==> src/rtl/alu_issue_stage.sv <==
// ALU issue buffer: a small FIFO of decoded ALU operations with operand forwarding.
// Define ALU_ISSUE_FWD_EN to build capture forwarding and held-entry writeback snooping.
module alu_issue_stage #(
    parameter int DEPTH = 2,
    parameter int XLEN  = 64
) (
    input  logic                      clk,
    input  logic                      rst_n,
    input  logic                      flush,
    input  logic                      in_valid,
    output logic                      in_ready,
    input  logic [XLEN-1:0]           rs1_data,
    input  logic [XLEN-1:0]           rs2_data,
    input  logic [XLEN-1:0]           imm,
    input  logic [4:0]                rs1_addr,
    input  logic [4:0]                rs2_addr,
    input  logic [4:0]                rd_addr,
    input  logic [1:0]                alu_op,
    input  logic [2:0]                funct3,
    input  logic                      funct7_5,
    input  logic                      alu_src,
    input  logic                      exmem_regwrite,
    input  logic [4:0]                exmem_rd,
    input  logic [XLEN-1:0]           exmem_result,
    input  logic                      memwb_regwrite,
    input  logic [4:0]                memwb_rd,
    input  logic [XLEN-1:0]           memwb_result,
    output logic                      out_valid,
    input  logic                      out_ready,
    output logic [XLEN-1:0]           a,
    output logic [XLEN-1:0]           b,
    output logic [3:0]                Alu_control,
    output logic [4:0]                rd_out,
    output logic [XLEN-1:0]           store_data,
    output logic [$clog2(DEPTH):0]    count
);

    localparam int PW = $clog2(DEPTH);
    localparam int CW = PW + 1;

    typedef struct packed {
        logic [XLEN-1:0] rs1_val;
        logic [XLEN-1:0] rs2_val;
        logic [XLEN-1:0] imm;
`ifdef ALU_ISSUE_FWD_EN
        logic [4:0]      rs1_addr;
        logic [4:0]      rs2_addr;
`endif
        logic [4:0]      rd;
        logic            alu_src;
        logic [3:0]      ctrl;
    } entry_t;

    entry_t          mem      [DEPTH];
    entry_t          mem_next [DEPTH];
    entry_t          new_entry;
    entry_t          head;
    logic [PW-1:0]   rd_ptr, wr_ptr;
    logic [CW-1:0]   count_q;
    logic            push, pop;

    function automatic logic [3:0] decode_ctrl(input logic [1:0] op, input logic [2:0] f3,
                                               input logic f7);
        logic [3:0] ctrl;
        ctrl = 4'b1111;
        case (op)
            2'b00: ctrl = 4'b0000;
            2'b01: ctrl = 4'b0001;
            2'b10: begin
                case (f3)
                    3'b000:  ctrl = f7 ? 4'b0001 : 4'b0000;
                    3'b111:  ctrl = 4'b0010;
                    3'b110:  ctrl = 4'b0011;
                    default: ctrl = 4'b1111;
                endcase
            end
            default: ctrl = 4'b1111;
        endcase
        return ctrl;
    endfunction

`ifdef ALU_ISSUE_FWD_EN
    // EX/MEM is the younger result, so it wins over MEM/WB; x0 is never forwarded.
    function automatic logic [XLEN-1:0] resolve(input logic [4:0] addr,
                                                input logic [XLEN-1:0] cur);
        logic [XLEN-1:0] val;
        val = cur;
        if (exmem_regwrite && exmem_rd == addr && addr != 5'd0)
            val = exmem_result;
        else if (memwb_regwrite && memwb_rd == addr && addr != 5'd0)
            val = memwb_result;
        return val;
    endfunction
`else
    logic unused_snoop;
    assign unused_snoop = ^{exmem_regwrite, exmem_rd, exmem_result,
                            memwb_regwrite, memwb_rd, memwb_result, rs1_addr, rs2_addr};
`endif

    assign in_ready  = (count_q < CW'(DEPTH));
    assign out_valid = (count_q != '0);
    assign push      = in_valid && in_ready;
    assign pop       = out_valid && out_ready;
    assign count     = count_q;

    always_comb begin
        // NOTE: every always_comb output gets a default first so no path infers a latch.
        new_entry         = '0;
`ifdef ALU_ISSUE_FWD_EN
        new_entry.rs1_val  = resolve(rs1_addr, rs1_data);
        new_entry.rs2_val  = resolve(rs2_addr, rs2_data);
        new_entry.rs1_addr = rs1_addr;
        new_entry.rs2_addr = rs2_addr;
`else
        new_entry.rs1_val  = rs1_data;
        new_entry.rs2_val  = rs2_data;
`endif
        new_entry.imm     = imm;
        new_entry.rd      = rd_addr;
        new_entry.alu_src = alu_src;
        new_entry.ctrl    = decode_ctrl(alu_op, funct3, funct7_5);
    end

    // The slot being written is never a held entry, so capture simply replaces the snoop result.
    always_comb begin
        for (int i = 0; i < DEPTH; i++) begin
            mem_next[i] = mem[i];
`ifdef ALU_ISSUE_FWD_EN
            mem_next[i].rs1_val = resolve(mem[i].rs1_addr, mem[i].rs1_val);
            mem_next[i].rs2_val = resolve(mem[i].rs2_addr, mem[i].rs2_val);
`endif
            if (push && !flush && wr_ptr == PW'(i))
                mem_next[i] = new_entry;
        end
    end

    // NOTE: entry storage has no reset; occupancy gates every output, so stale data is never seen.
    always_ff @(posedge clk) begin
        for (int i = 0; i < DEPTH; i++)
            mem[i] <= mem_next[i];
    end

    // NOTE: state registers use non-blocking assignments so all flops update from pre-edge values.
    always_ff @(posedge clk or negedge rst_n) begin
        if (!rst_n) begin
            count_q <= '0;
            rd_ptr  <= '0;
            wr_ptr  <= '0;
        end else if (flush) begin
            count_q <= '0;
            rd_ptr  <= '0;
            wr_ptr  <= '0;
        end else begin
            if (push)
                wr_ptr <= wr_ptr + 1'b1;
            if (pop)
                rd_ptr <= rd_ptr + 1'b1;
            case ({push, pop})
                2'b10:   count_q <= count_q + 1'b1;
                2'b01:   count_q <= count_q - 1'b1;
                default: count_q <= count_q;
            endcase
        end
    end

    assign head = mem[rd_ptr];

    always_comb begin
        a           = '0;
        b           = '0;
        store_data  = '0;
        Alu_control = 4'b1111;
        rd_out      = '0;
        if (out_valid) begin
            a           = head.rs1_val;
            b           = head.alu_src ? head.imm : head.rs2_val;
            store_data  = head.rs2_val;
            Alu_control = head.ctrl;
            rd_out      = head.rd;
        end
    end

endmodule
==> config.mk <==
export PLATFORM = sky130hd
export DESIGN_NAME = alu_issue_stage
export DESIGN_NICKNAME = d
export VERILOG_FILES = /design/src/rtl/alu_issue_stage.sv
export SDC_FILE = /design/constraint.sdc
export NUM_CORES = 1
export LEC_CHECK = 0
export CORE_AREA = 4 4 217 219
export DETAILED_ROUTE_END_ITERATION = 10
export DIE_AREA = 0 0 221 223
export PLACE_DENSITY = 0.74
export SETUP_SLACK_MARGIN = 0.4
export SLEW_MARGIN = 10
export SYNTH_ARGS = -nofsm -noshare
export SYNTH_HDL_FRONTEND = slang
export SYNTH_SLANG_ARGS = --single-unit
==> constraint.sdc <==
create_clock -name clk -period 49.2 [get_ports clk]
set_clock_uncertainty 0.2 [all_clocks]
set_input_delay 4.92 -clock clk [delete_from_list [all_inputs] [get_ports clk]]
set_output_delay 4.92 -clock clk [all_outputs]
set_load 0.03 [all_outputs]
## Word-level counts from Yosys, hierarchy flattened

Memory sizes are Yosys's and may differ from the RTL's.
Index checks and enable logic that the tools add are counted.

- Register bits after elaboration: 4
- Bits in writable memories: 404
- Input port bits: 359
- Output and inout port bits: 205
- Word-level logic and storage cells: 51
- Memories: 1

- Add/sub/neg operators: 4
- Magnitude comparators: 1
- Equality and inequality tests: 8
- Mux-type cells: 20
- Bitwise operators: 1
- Reduce and logical (&&, ||, !) cells: 13

Memory list:

| memory | depth | width | rd ports | clocked after Yosys merged registers in | wr ports | RTL line | source |
|---|---|---|---|---|---|---|---|
| mem | 2 | 202 | 1 | 0 | 1 | 54 | `entry_t mem [DEPTH];` |

Operator list:

| kind | number |
|---|---|
| $mux 202 | 3 |
| $mux 64 | 4 |
| $reduce_or 202->1 | 1 |
| $pmux 4 s3 | 2 |
| $mux 1 | 7 |
| $eq 3x3->1 const B | 2 |
| $reduce_bool 2->1 | 3 |
| $logic_and 1x1->1 | 5 |
| $mux 5 | 1 |
| $eq 2x1->1 const B | 2 |
| $eq 2x2->1 const B | 2 |
| $mux 4 | 1 |
| $pmux 2 s2 | 1 |
| $logic_not 3->1 | 1 |
| $reduce_bool 3->1 | 1 |
| $add 1x1->1 const B | 2 |
| $add 2x1->2 const B | 1 |
| $logic_not 2->1 | 1 |
| $lt 2x2->1 const B | 1 |
| $mux 2 | 1 |
| $ne 1x1->1 const B | 2 |
| $sub 2x1->2 const B | 1 |
| $logic_not 1->1 | 1 |
| $not 1->1 | 1 |

## Logic depth before layout (Yosys ltp)

- Word-level depth: 7
- Gate-level depth with buffers: 7
- Mapped depth without buffers: 3

## Worst setup path before layout

No wires, ideal clock.

- Kind: in2reg
- Start point: input port in_valid
- End point: memory mem[1][0] (netlist bit), enable pin
- Setup time: 1.049 ns
- Data arrival time: 19.568 ns
- Data required time: 47.951 ns
- Path slack: 28.383 ns
- Stages: 2
- Buffers on the path: 0
- Cell sequence: nand2b_1 -> nor3b_1

- Cells in the longest elaborated chain, start to end: 6
- Elaborated cells between the ends (all ways): 9
- Those cells by class: 2 x eq/ne; 2 x mux; 5 x reduce/logical

Ends and longest elaborated chain:

| item | RTL line | source |
|---|---|---|
| from (decl) | 10 | `input logic in_valid,` |
| $logic_and 1x1->1 * | 102 | `assign push = in_valid && in_ready;` |
| $logic_and 1x1->1 * | 132 | `if (push && !flush && wr_ptr == PW'(i))` |
| $logic_and 1x1->1 | 132 |  |
| $ne 1x1->1 (no line) | -- |  |
| $reduce_or 202->1 (no line) | -- |  |
| $mux 1 (no line) | -- |  |
| to (decl) | 54 |  |

Mark *: on every way between the ends. The rest lies on a longest branch, timed or not.

## Final worst setup path

- Start point: register rd_ptr
- End point: output port b[55]

- Cells in the longest elaborated chain, start to end: 3

Ends and longest elaborated chain:

| item | RTL line | source |
|---|---|---|
| from (decl) | 58 | `logic [PW-1:0] rd_ptr, wr_ptr;` |
| from (signal assigned) | 157 | `rd_ptr <= rd_ptr + 1'b1;` |
| $mem_v2 2x202 | -- |  |
| $mux 64 | 176 | `b = head.alu_src ? head.imm : head.rs2_val;` |
| $mux 64 | 174 | `if (out_valid) begin` |
| to (decl) | 31 | `output logic [XLEN-1:0] b,` |

Every way passes these cells.

==> summary.md <==
| Metric | Value |
|---|---|
| Avg WL per Cell | 19.44 um |
| Routed wire length | 40230 um |
| Fillers | 3886 |
| Dominant cells by area after synthesis | edfxtp_1, mux2i_1, mux2_2 |
| Initial core utilization | 0.3604 |
| Synth Area in Compound Gates | 0.02295 |
| Iter 0 DRT Violations | 505 |
| Vias after detailed routing | 9834 |
| Clock transition at the registers of the reported paths | 0.06 ns |
| Die H | 223 um |
| Post-synthesis mux area share | 0.1298 |
| Sequential fraction of the synthesis area | 0.7491 |
| First-pass DRT Iterations | 4 |
| Worst Hold Class | flop to flop |
| Max Fanout on Critical Path | 97 |
| Final setup fails | 0 |
| CTS Buf Count | 43 |
| Crit path launch | rd_ptr$_DFFE_PN0P_ |
| WL met2 | 19230 um |
| Worst path required time | 44.08 ns |
| Worst-Margin Slew | roughly 1.1 ns |
| Post-Synthesis Cells | 1020 |
| Hold path depth | 2 |
| Max VDD drop | between 20 and 30 uV |
| Yosys reg bits | 406 |
| Asr flop ratio synth | 0.009852 |
| Number of routed nets with antenna violations | 0 |
| Pwr/cell area | 37.24 nW/um^2 |
| Rel. slew slack | 0.2485 |
| Drc violations | 0 |
| Grt ovf | 0 |
| Share of cells above drive strength 1 | 0.09475 |
| Worst setup EP type | output pin |
| Gpl congestion | 0.7781 |
| Final setup TNS | 0 ns |
| Skew-Pair Late Insertion Delay | around 0.54 ns |
| Synthesized area per cell | 15.93 sq um |
| Sinks on the clock net | 406 |
| Fin. max-slew vios | 0 |
| Clock Tree Buf Depth | 3 |
| Clk root buf | clkbuf_16 |
| Area of the mapped netlist | 16250 sq um |
| Ys Warns | 0 |
| CTS tree | built |
| Post-Synth Adder-Cell Area | 0 |
| Period minus WS final | ~9.1 ns |
| Pin count of the biggest net entering global routing | 98 |
| Initial antenna violation count | 12 |
| Final Hold Viols | 0 |
| Syn Nets | 1379 |
| Syn-to-layout area delta | 37.06% |
| # port buffers | just over 400 |
| HP Start | wr_ptr$_DFFE_PN0P_ |
| Synth cell count leaders | edfxtp_1, mux2i_1, nor2_1, nand2_1, a21oi_1 |
| Die area | a little under 50000 sq um |
| Post-synth top area share | 0.7430 |
| Tot GR Track Use | 0.1565 |
| Met3 WL post-DR | 3363 um |
| Max Fclk | around 110 MHz |
| Crit share post-route | 0.1846 |
| Leak | between 7 and 8 nW |
| Layout Nets | 1792 |
| Worst r2r path cells | 4 |
| R2r startpoint | count[1]$_DFFE_PN0P_ |
| Hpwl dp | between 20000 and 30000 um |
| Gates resized, CTS repair | 0 |
| Post-synth EDFFs | 402 |
| Outcome | completed |
| Metal-1 WL | between 15000 and 20000 um |
| Maxcap violations | 0 |
| H-tree depth | 2 |
| Area leader, netlist | edfxtp_1 |
| Crit path DAT | 3.96 ns |
| Post-Synth XOR/XNOR Area | 0.001078 |
| Count leader, synth | edfxtp_1 |
| Io pins | 564 |
| Worst setup SP type | flop |
| Global-route wire length before repair | 60520 um |
| Postcts setup bufs | 0 |
| Vias in the first global route | 10276 |
| Largest family of logic cells by synthesized area | multiplexers |
| RSZ-0062 raised after global routing | no |
| Netlist cell types | 26 |
| Vias per std cell | ~4.8 |
| Standard-cell rows | 78 |
| Top FF cell, synth | edfxtp_1 |
| Placed cell areas | between 20000 and 25000 sq um |
| Hold buffers post-CTS | 0 |
| Worst Setup Path Type | flop to output pin |
| Chip Width | 221 um |
| Core Area | 45090 sq um |
| Simple logic cell fraction of the synthesized area | 0.07508 |
| Uppermost layer routed | met5 |
| Final Instance Area | roughly 22000 sq um |
-- cell usage in the layout (no fill, tap or decap), drive strengths merged --
cell / n
a21oi: 67
a31o: 1
buf: 14
bufinv: 3
clkbuf: 60
clkdlybuf4s50: 413
clkinv: 13
clkinvlp: 2
dfrtp: 4
diode: 2
edfxtp: 402
inv: 3
mux2: 66
mux2i: 136
nand2: 68
nand2b: 3
nand3: 1
nor2: 136
nor2b: 2
nor3: 2
nor3b: 1
o21a: 1
o21ai: 2
o41a: 1
or2: 64
xor2: 2
-- path summary, 6_finish.rpt --
path,endpoint,slack [ns]
worst max-delay path,b[55],40.12
worst min-delay path,wr_ptr$_DFFE_PN0P_,0.39
worst max register to register,mem[1][59]$_DFFE_PP_,45.71
worst min register to register,wr_ptr$_DFFE_PN0P_,0.39
max in group asynchronous,rd_ptr$_DFFE_PN0P_,44.22
min in group asynchronous,rd_ptr$_DFFE_PN0P_,4.38
-- stage by stage --
stage / instances / power (mW) / hold slack, ns / util / setup WS [ns]
6_report: 2069 / 0.8292 / 0.3862 / 0.4939 / 40.12
5_1_grt: 2069 / 0.8643 / 0.4488 / 0.4939 / 39.87
4_1_cts: 2067 / 0.8409 / 0.3904 / 0.4938 / 40.04
3_5_place_dp: 1988 / 0.5268 / 0.3798 / 0.4637 / 40.67
3_3_place_gp: 1988 / 0.5245 / 0.3548 / 0.4637 / 40.65
2_1_floorplan: 1020 / 0.4792 / 0.3193 / - / 28.38
-- layout make-up --
cell class	instances	area (sq um)	area share
multi-input combinational	553	3736	0.1678
tap	600	750.7	0.03371
antenna	2	5.005	0.0002247
inverter	2	7.507	0.0003371
timing repair buffer	427	4239	0.1904
sequential	406	12180	0.5467
clock buffer	60	1182	0.05310
clock inverter	19	172.7	0.007754
-- cells by family (layout without fill, tap and decap cells) --
group	Yosys count	in the layout
AOI/OAI and AO/OA	72	72
xor gates and xnor gates	2	2
buffers and inverters	61	508
DFF	406	406
muxes	202	202
other	0	2
and+or+nand+nor	277	277
-- worst max-delay path, stage by stage (launching register included) --
cell	delay (ns)
dfrtp_4	0.81
mux2_4	0.53
buf_4	0.78
nand2_1	0.24
a21oi_1	0.21
clkdlybuf4s50_1	0.70
-- layer usage --
metal | up-vias | track usage
met2 | 337 | 0.2554
met3 | 91 | 0.05868
met1 | 4818 | 0.1943
met4 | 16 | 0.05073
met5 | - | 0
li1 | 4572 | -
-- state kept, by name (all words and copies together) (netlist names) --
name and flops:
count 2, wr_ptr 1, mem 402, rd_ptr 1
-- power breakdown --
group | internal [mW] | switching (mW) | total [mW]
Sequential | 0.396 | 0.00411 | 0.401
Combinational | 0.0512 | 0.0666 | 0.118
Clock | 0.184 | 0.127 | 0.311
Total | 0.631 | 0.198 | 0.829
Power figures use the tool's default switching activity.
